### src/rtl/coproc_instr_decoder.sv
// Instruction decoder: captures the 22-bit word on a start rising edge, filters illegal opcodes, issues one engine command.
// Latency: result updates 4 cycles after the start edge at best (edge, DECODE, ISSUE, WAIT).
// Backpressure: cmd_* held stable while cmd_valid && !cmd_ready; start edges seen while busy are dropped and counted.
module coproc_instr_decoder #(
  parameter int unsigned TIMEOUT_CYCLES = 1024,
  parameter logic [15:0] RESULT_RESET   = 16'h0000
) (
  input  logic        clk,
  input  logic        rst,
  input  logic [21:0] instr,
  input  logic        start,
  output logic        cmd_valid,
  input  logic        cmd_ready,
  output logic [3:0]  cmd_op,
  output logic [1:0]  cmd_id,
  output logic [2:0]  cmd_row,
  output logic [2:0]  cmd_col,
  output logic [7:0]  cmd_value,
  output logic [1:0]  cmd_mode,
  input  logic        eng_done,
  input  logic [15:0] eng_result,
  output logic [15:0] result,
  output logic        busy,
  output logic        err_opcode,
  output logic        err_timeout,
  output logic [3:0]  drop_count
);

  localparam logic [1:0] S_IDLE   = 2'd0;
  localparam logic [1:0] S_DECODE = 2'd1;
  localparam logic [1:0] S_ISSUE  = 2'd2;
  localparam logic [1:0] S_WAIT   = 2'd3;

  localparam int unsigned CNT_W = $clog2(TIMEOUT_CYCLES);
  localparam logic [CNT_W-1:0] CNT_LAST = CNT_W'(TIMEOUT_CYCLES - 1);

  logic [1:0]       state;
  logic [21:0]      instr_q;
  logic [CNT_W-1:0] tmo_cnt;
  logic             start_q;
  logic             start_armed;
  logic             start_evt;
  logic [3:0]       op_q;
  logic             op_legal;

  // start_q alone would report a rising edge right after reset if start was held
  // high through it; start_armed waits until start has been seen low first.
  assign start_evt = start & ~start_q & start_armed;
  assign op_q      = instr_q[3:0];
  assign op_legal  = (op_q != 4'd0) && (op_q <= 4'd11);
  assign busy      = (state != S_IDLE);

  // Start edge detector state.
  always_ff @(posedge clk) begin
    if (rst) begin
      start_q     <= 1'b0;
      start_armed <= 1'b0;
    end else begin
      start_q <= start;
      if (!start) start_armed <= 1'b1;
    end
  end

  // Saturating count of start edges that arrive while a command is in progress.
  always_ff @(posedge clk) begin
    if (rst) begin
      drop_count <= 4'd0;
    end else if (start_evt && busy && (drop_count != 4'd15)) begin
      drop_count <= drop_count + 4'd1;
    end
  end

  // Control FSM: capture, decode, handshake with the engine, collect the result.
  always_ff @(posedge clk) begin
    if (rst) begin
      state       <= S_IDLE;
      instr_q     <= 22'd0;
      tmo_cnt     <= '0;
      cmd_valid   <= 1'b0;
      cmd_op      <= 4'd0;
      cmd_id      <= 2'd0;
      cmd_row     <= 3'd0;
      cmd_col     <= 3'd0;
      cmd_value   <= 8'd0;
      cmd_mode    <= 2'd0;
      result      <= RESULT_RESET;
      err_opcode  <= 1'b0;
      err_timeout <= 1'b0;
    end else begin
      case (state)
        S_IDLE: begin
          if (start_evt) begin
            instr_q <= instr;
            state   <= S_DECODE;
          end
        end
        S_DECODE: begin
          if (!op_legal) begin
            err_opcode <= 1'b1;
            state      <= S_IDLE;
          end else begin
            err_opcode  <= 1'b0;
            err_timeout <= 1'b0;
            cmd_op      <= op_q;
            cmd_id      <= instr_q[11:10];
            cmd_row     <= instr_q[9:7];
            cmd_col     <= instr_q[6:4];
            // Scalar multiply carries its operand in the id/row/col bits.
            cmd_value   <= (op_q == 4'b1000) ? instr_q[11:4] : instr_q[19:12];
            cmd_mode    <= instr_q[21:20];
            cmd_valid   <= 1'b1;
            state       <= S_ISSUE;
          end
        end
        S_ISSUE: begin
          if (cmd_ready) begin
            cmd_valid <= 1'b0;
            tmo_cnt   <= '0;
            state     <= S_WAIT;
          end
        end
        S_WAIT: begin
          // A done on the last allowed cycle still counts as success.
          if (eng_done) begin
            result <= eng_result;
            state  <= S_IDLE;
          end else if (tmo_cnt == CNT_LAST) begin
            err_timeout <= 1'b1;
            state       <= S_IDLE;
          end else begin
            tmo_cnt <= tmo_cnt + CNT_W'(1);
          end
        end
        default: state <= S_IDLE;
      endcase
    end
  end

endmodule

### config.mk
export PLATFORM = sky130hd
export DESIGN_NAME = coproc_instr_decoder
export DESIGN_NICKNAME = d
export VERILOG_FILES = /design/src/rtl/coproc_instr_decoder.sv
export SDC_FILE = /design/constraint.sdc
export NUM_CORES = 1
export LEC_CHECK = 0
export CAP_MARGIN = 20
export CORE_MARGIN = 2
export CORE_UTILIZATION = 32
export CTS_CLUSTER_DIAMETER = 40
export DETAILED_ROUTE_END_ITERATION = 16
export PLACE_DENSITY = 0.58
export SYNTH_ARGS = -nofsm -noshare
export SYNTH_HDL_FRONTEND = slang
export SYNTH_SLANG_ARGS = --single-unit
export TNS_END_PERCENT = 100
### constraint.sdc
create_clock -name clk -period 1.7 [get_ports clk]
set_input_delay 0.255 -clock clk [delete_from_list [all_inputs] [get_ports clk]]
set_output_delay 0.255 -clock clk [all_outputs]
set_load 0.02 [all_outputs]
==> reports/metrics.cfg, run 1 <==
[outcome]
outcome=finished clean

[layout]
layout_commonest_cell=nand2_1
mostFrequentLayoutCells=nand2_1 (106), clkdlybuf4s50_1 (84), dfxtp_1 (79), a21oi_1 (60), buf_4 (26)
stdcell_count=626
post-route-cell-area_um2=4637
fill_cells=1004
layout-drive-gt1-share=0.1258
syn2layout_area_growth_pct=45.16
finalNetCount=533
diodes=0

[power_and_ir_drop]
power_frac_seq=0.526
intPower_mw=2.789
p_switching_mw=0.9114
leakagePower_nw=1.634
pwr-share-clk=0.397
cellPowerDensity_nw_per_um2=797.9
p_sw_frac=0.2463
p_comb_frac=0.077
peakVddDrop_mv=0.4083

[clock_tree]
cts-root-buf=clkbuf_8
clk_latency_ns=0.35
cts_tree=done
cts_max_level=3
cts.sinks=81
clk_path_buf_depth=2
clk_pin_slew_ns=0.09
cts_buffers=9

[setup_path]
critPathBufInv=1
max_stage_delay_ns=0.63
crit_arrival_ns=1.35
crit_family=buffers and inverters
path_max_fanout=4
r2r_start=instr_q[0]
worst_setup_path_end_kind=primary output
worstSetupStartpointType=flip-flop
slowest_stage=clkdlybuf4s50_1
worst-r2r-cell-count=4
crit_type=flip-flop to primary output
crit_required_ns=1.44
cp_cell_sequence=clkdlybuf4s50_1
r2r_end=cmd_value[7]
r2r_setup_slack_ns=0.13

[floorplanning]
die_area_um2=10800
die_y_um=103.9
coreArea_um2=9729
initial_core_util=0.3283
ios=89
die_x_um=103.9
fp-row-count=36

[flow_run]
maxCapViolations=0

[grt]
grt.total_usage=0.1524
grt_pass1_vias=2957
antenna_found_initial=0
grt_overflow=0
grt_pass1_wl_um=13590
grt_max_degree=53

[timing]
final_hold_viol_count=0
max_freq_ghz=0.6219
skew_ns=0.01430
max_slew.worst_pin.slew_ns=0.5068
post-route-period-util=0.9459
relSlewSlack=0.6621
period_minus_slack_ns=1.608
grt_setup_unrepaired=false
tns_ns=0
finalSetupViolations=0
slew_viol_final=0

[logic_synthesis]
synth-edff-count=0
postSynthCellCount=383
syn_area_um2=3194
muxShareOfSynthArea=0.03447
synth.distinct_cells=44
yosys_warnings=0
synth_compound_area_frac=0.1528
ys_ff_latch=81
yosys.area_share.adder=0.007834
synth.avg_cell_area_um2=8.340
syn-num-nets=428
synth_top_family_by_area=simple AND/OR/NAND/NOR gates
synth-simple-area-share=0.2429
synth_xor_area_frac=0.01097
seq_area_frac_synth=0.5076
synth_async_sr_flop_share=0
synth_flop_cell=dfxtp_1

[route]
met1_length_um=3760
drtAntennaViolNets=0
avgRoutedWirePerCell_um=12.83
drc=0
routed-wl-met3_um=697
drt_wl_total_um=8034
via_count=2961
highest-signal-layer=met4
dr_wl_met2_um=3513
vias_per_cell=4.730
drtPass1Iterations=4
drt_first_iter_violations=117

[placed_design]
dp_cells=610
gp_congestion=0.8379
dp_hpwl_um=5509
placement.io_buffers=88
placed_cell_area_um2=4403

[min_path]
min_path_type=primary input to flip-flop
hold_path_end=drop_count[3]
whs_path_depth=2
worstHoldStart=rst

-- per-layer routing --
layer / track usage / vias up
met5: 0 / -
met4: 0.03958 / 0
met3: 0.06830 / 4
met2: 0.2477 / 87
met1: 0.1839 / 1357
li1: - / 1513
-- cell usage after synthesis (4+ instances only) --
cell type    n  area [um^2]
nand2_1    106        397.9
dfxtp_1     81         1622
a21oi_1     60        300.3
nor2_1      21        78.83
clkbuf_1    12        45.04
mux2i_1     11        110.1
a211oi_1    10        75.07
nand3_1      9        45.04
nor3_1       6        30.03
buf_2        5        25.02
inv_1        5        18.77
or3_1        5        31.28
o31ai_1      4        30.03
-- cell type report --
| class | count | area [um^2] | share of cell area |
|---|---|---|---|
| repair buffers | 118 | 1155 | 0.2491 |
| clock inverters | 7 | 82.58 | 0.01781 |
| multi-input cells | 273 | 1464 | 0.3157 |
| flip-flops and latches | 81 | 1627 | 0.3508 |
| inverters | 5 | 18.77 | 0.004047 |
| well taps | 133 | 166.4 | 0.03589 |
| clock buffers | 9 | 123.9 | 0.02671 |
-- repair_timing --
action | in CTS | in global routing
gates cloned | 0 | 0
setup buffers | 0 | 0
gates resized for setup | 5 | 5
hold buffers | 0 | 0
endpoints found under the setup margin | 1 | 7
-- worst max path at each step --
stage	start	slack (ns)	cells past startpoint	to
2_1_floorplan	tmo_cnt[0]	0.22	5	tmo_cnt[1]
3_3_place_gp	eng_done	-0.08	5	tmo_cnt[5]
3_5_place_dp	eng_done	-0.11	5	tmo_cnt[5]
4_1_cts	drop_count[0]	0.03	1	drop_count[0]
5_1_grt	tmo_cnt[5]	0.01	6	tmo_cnt[9]
6_report	drop_count[1]	0.09	1	drop_count[1]
-- power groups by stage --
stage,logic [mW],clock network (mW),registers (mW)
3_3_place_gp,0.286,0,1.99
5_1_grt,0.314,1.60,1.95
2_1_floorplan,0.114,0,1.99
3_5_place_dp,0.288,0,1.99
6_report,0.286,1.47,1.94
4_1_cts,0.289,1.52,1.95
-- metrics by stage --
step                        util  worst slack, ns  hold slack [ns]  power, mW
after floorplan                -           0.2192           0.3509      2.105
after global placement    0.4525         -0.08407           0.4357      2.275
after detailed placement  0.4525          -0.1099           0.4381      2.278
after CTS                 0.4744          0.02998           0.3439      3.755
after global routing      0.4766          0.01128           0.3622      3.860
final                     0.4766          0.09200           0.3539      3.700
-- kinds of logic after synthesis --
| kind of cell | Yosys count |
|---|---|
| buffers and inverters | 29 |
| flip-flops | 81 |
| multiplexers | 11 |
| AND/OR/NAND/NOR | 172 |
| XOR/XNOR | 4 |
| adder cells (fa/ha/maj) | 2 |
| AO/OA/AOI/OAI | 84 |
-- registers in the layout (all words and copies together) (netlist names), 2 cells and up, named ones only --
name / flops
cmd_mode: 2
result: 16
cmd_row: 3
cmd_value: 8
cmd_op: 4
cmd_id: 2
drop_count: 4
tmo_cnt: 10
instr_q: 22
cmd_col: 3
Note: power is estimated with default switching activity, not from simulation.
==> inputs of run 2 (changes only) <==
ABC_CLOCK_PERIOD_IN_PS = 1700   (was unset)
CORE_UTILIZATION = 47   (was 32)
PLACE_DENSITY = unset   (was 0.58)
PLACE_DENSITY_LB_ADDON = 0.25   (was unset)
==> run 2 against run 1 <==
Effect of this change: count of clock-buffer cells in the layout unchanged; flip-flop and latch count unchanged; clock power decreased by 3%; clock skew decreased by 0.0049 ns; highest routed layer unchanged.
==> reports/metrics.cfg, run 2 (synthesis results as in run 1) <==
[power_and_ir_drop]
peakVddDrop_mv=0.5103  ; +25%
leakagePower_nw=1.577  ; -3.5%
intPower_mw=2.777  ; -0.41%
p_sw_frac=0.2415  ; -0.004819
p_switching_mw=0.8842  ; -3.0%
p_comb_frac=0.078  ; about the same
power_frac_seq=0.532  ; +0.006
pwr-share-clk=0.391  ; -0.006
total_power_mw=3.661  ; -1.0%
cellPowerDensity_nw_per_um2=809.9  ; +1.5%

[timing]
relSlewSlack=0.6270  ; -0.03512
final_hold_viol_count=0  ; unchanged
skew_ns=0.009447  ; -0.004857 ns
max_slew.worst_pin.slew_ns=0.5454  ; +0.03858 ns
hold-worst-slack_ns=0.3772  ; +0.02327 ns
post-route-period-util=0.9642  ; +0.01829
max_freq_ghz=0.6101  ; -1.9%
grt_setup_unrepaired=true
setup_ws_ns=0.06090  ; -0.03110 ns
slew_viol_final=0  ; unchanged
finalSetupViolations=0  ; unchanged
period_minus_slack_ns=1.639  ; +0.03110 ns

[setup_path]
critPathBufInv=1  ; unchanged
cp_cell_sequence=clkdlybuf4s50_1
crit_type=flip-flop to primary output
crit_required_ns=1.44  ; about the same
crit_family=buffers and inverters
max_stage_delay_ns=0.63  ; about the same
worst_setup_path_end_kind=primary output
slowest_stage=clkdlybuf4s50_1
worstSetupStartpointType=flip-flop
worst-r2r-cell-count=4  ; unchanged
r2r_setup_slack_ns=0.10  ; -0.03 ns
crit_arrival_ns=1.38  ; +0.03 ns
path_depth=1  ; unchanged
path_max_fanout=4  ; unchanged

[layout]
layout_commonest_cell=nand2_1
final_util=0.6766  ; +0.2000
regMostFlops=instr_q
reg.largest.list=instr_q (22), result (16), tmo_cnt (10)
layout-drive-gt1-share=0.1184  ; -0.007393
finalNetCount=530  ; -0.56%
syn2layout_area_growth_pct=41.52
mostFrequentLayoutCells=nand2_1 (106), clkdlybuf4s50_1 (86), dfxtp_1 (79), a21oi_1 (60), buf_4 (23)
fill_cells=579  ; -42%
multi_input_area_um2=1448  ; -1.1%
diodes=0  ; unchanged
largest_reg_flops=22  ; unchanged
stdcell_count=570  ; -8.9%
register_area_um2=1624  ; -0.15%

[route]
drtPass1Iterations=4  ; unchanged
drt_first_iter_violations=124  ; +6.0%
avgRoutedWirePerCell_um=13.56  ; +5.6%
drtAntennaViolNets=0  ; unchanged
via_count=2973  ; +0.41%
drt_wl_total_um=7727  ; -3.8%
vias_per_cell=5.216  ; +10%
drc=0  ; unchanged

[placed_design]
placement.io_buffers=88  ; unchanged
gp_congestion=0.8341  ; -0.45%
dp_cells=554  ; -9.2%
dp_slack_ns=-0.1540  ; -0.04412 ns
dp_hpwl_um=5496  ; -0.24%

[clock_tree]
clk_latency_ns=0.36  ; about the same
cts_buffers=9  ; unchanged
cts_setup_buffers=0  ; unchanged
postCtsHoldBufs=0  ; unchanged
cts.sinks=81  ; unchanged
cts_tree=done
clk_pin_slew_ns=0.08  ; about the same
cts-root-buf=clkbuf_8
cts_max_level=3  ; unchanged
clk_path_buf_depth=2  ; unchanged

[floorplanning]
coreArea_um2=6681  ; -31%
ios=89  ; unchanged
fp-row-count=30  ; -17%
initial_core_util=0.4781  ; +0.1498
die_area_um2=7472  ; -31%
die_y_um=86.44  ; -17%
die_x_um=86.44  ; -17%

[flow_run]
maxCapViolations=0  ; unchanged

[min_path]
whs_path_depth=2  ; unchanged
min_path_type=primary input to flip-flop

[outcome]
outcome=finished clean

[grt]
grt_max_degree=48  ; -9.4%
antenna_found_initial=0  ; unchanged
grt_overflow=0  ; unchanged
grt.total_usage=0.2227  ; +0.07026
grt_pass1_vias=3001  ; +1.5%
grt_pass1_wl_um=13410  ; -1.3%

==> run 2: cell count changes in the layout (fill, tap and decap cells not counted), moves of 2 or more <==
cell,change
inv_6,-2
buf_4,-3
clkdlybuf4s50_1,+2
dlymetal6s2s_1,-2
==> run 2: path summary, 6_finish.rpt <==
kind,start,end
worst min register to register,start_armed,start_armed
worst max register to register,instr_q[0],cmd_value[4]
worst min-delay path,rst,drop_count[0]
worst max-delay path,drop_count[0],drop_count[0]
==> run 2: final cells by class <==
class | count | share of cell area
Multi-Input combinational cell | 273 | 0.3202
Clock buffer | 9 | 0.02740
Clock inverter | 7 | 0.01744
Inverter | 5 | 0.004152
Sequential cell | 81 | 0.3593
Tap cell | 80 | 0.02214
Timing Repair Buffer | 115 | 0.2494
==> run 2: power by group through the flow <==
| stage | combinational [mW] | sequential, mW | clock, mW |
|---|---|---|---|
| floorplan | 0.114 | 1.99 | 0 |
| CTS | 0.286 | 1.95 | 1.46 |
| global placement | 0.281 | 1.99 | 0 |
| finish | 0.284 | 1.95 | 1.43 |
| global route | 0.309 | 1.95 | 1.56 |
| detailed placement | 0.285 | 1.99 | 0 |
==> run 2: routing by layer <==
| layer | wire length, um | global-route usage |
|---|---|---|
| met5 | 0 | 0 |
| met4 | 107 | 0.07813 |
| met3 | 378 | 0.05048 |
| met2 | 3708 | 0.3713 |
| met1 | 3532 | 0.2839 |
==> run 2: through the flow <==
| step | cell area (um^2) | setup TNS [ns] |
|---|---|---|
| after global routing | 4521 | -0.09763 |
| final | 4521 | 0 |
| after floorplan | 3194 | 0 |
| after detailed placement | 4314 | -0.9733 |
| after global placement | 4314 | -0.3352 |
| after CTS | 4521 | 0 |
==> run 2: repair_timing <==
action,CTS,global route
pin swaps,0,0
gates resized for setup,4,0
hold endpoints to repair,0,0
endpoints found under the setup margin,1,4
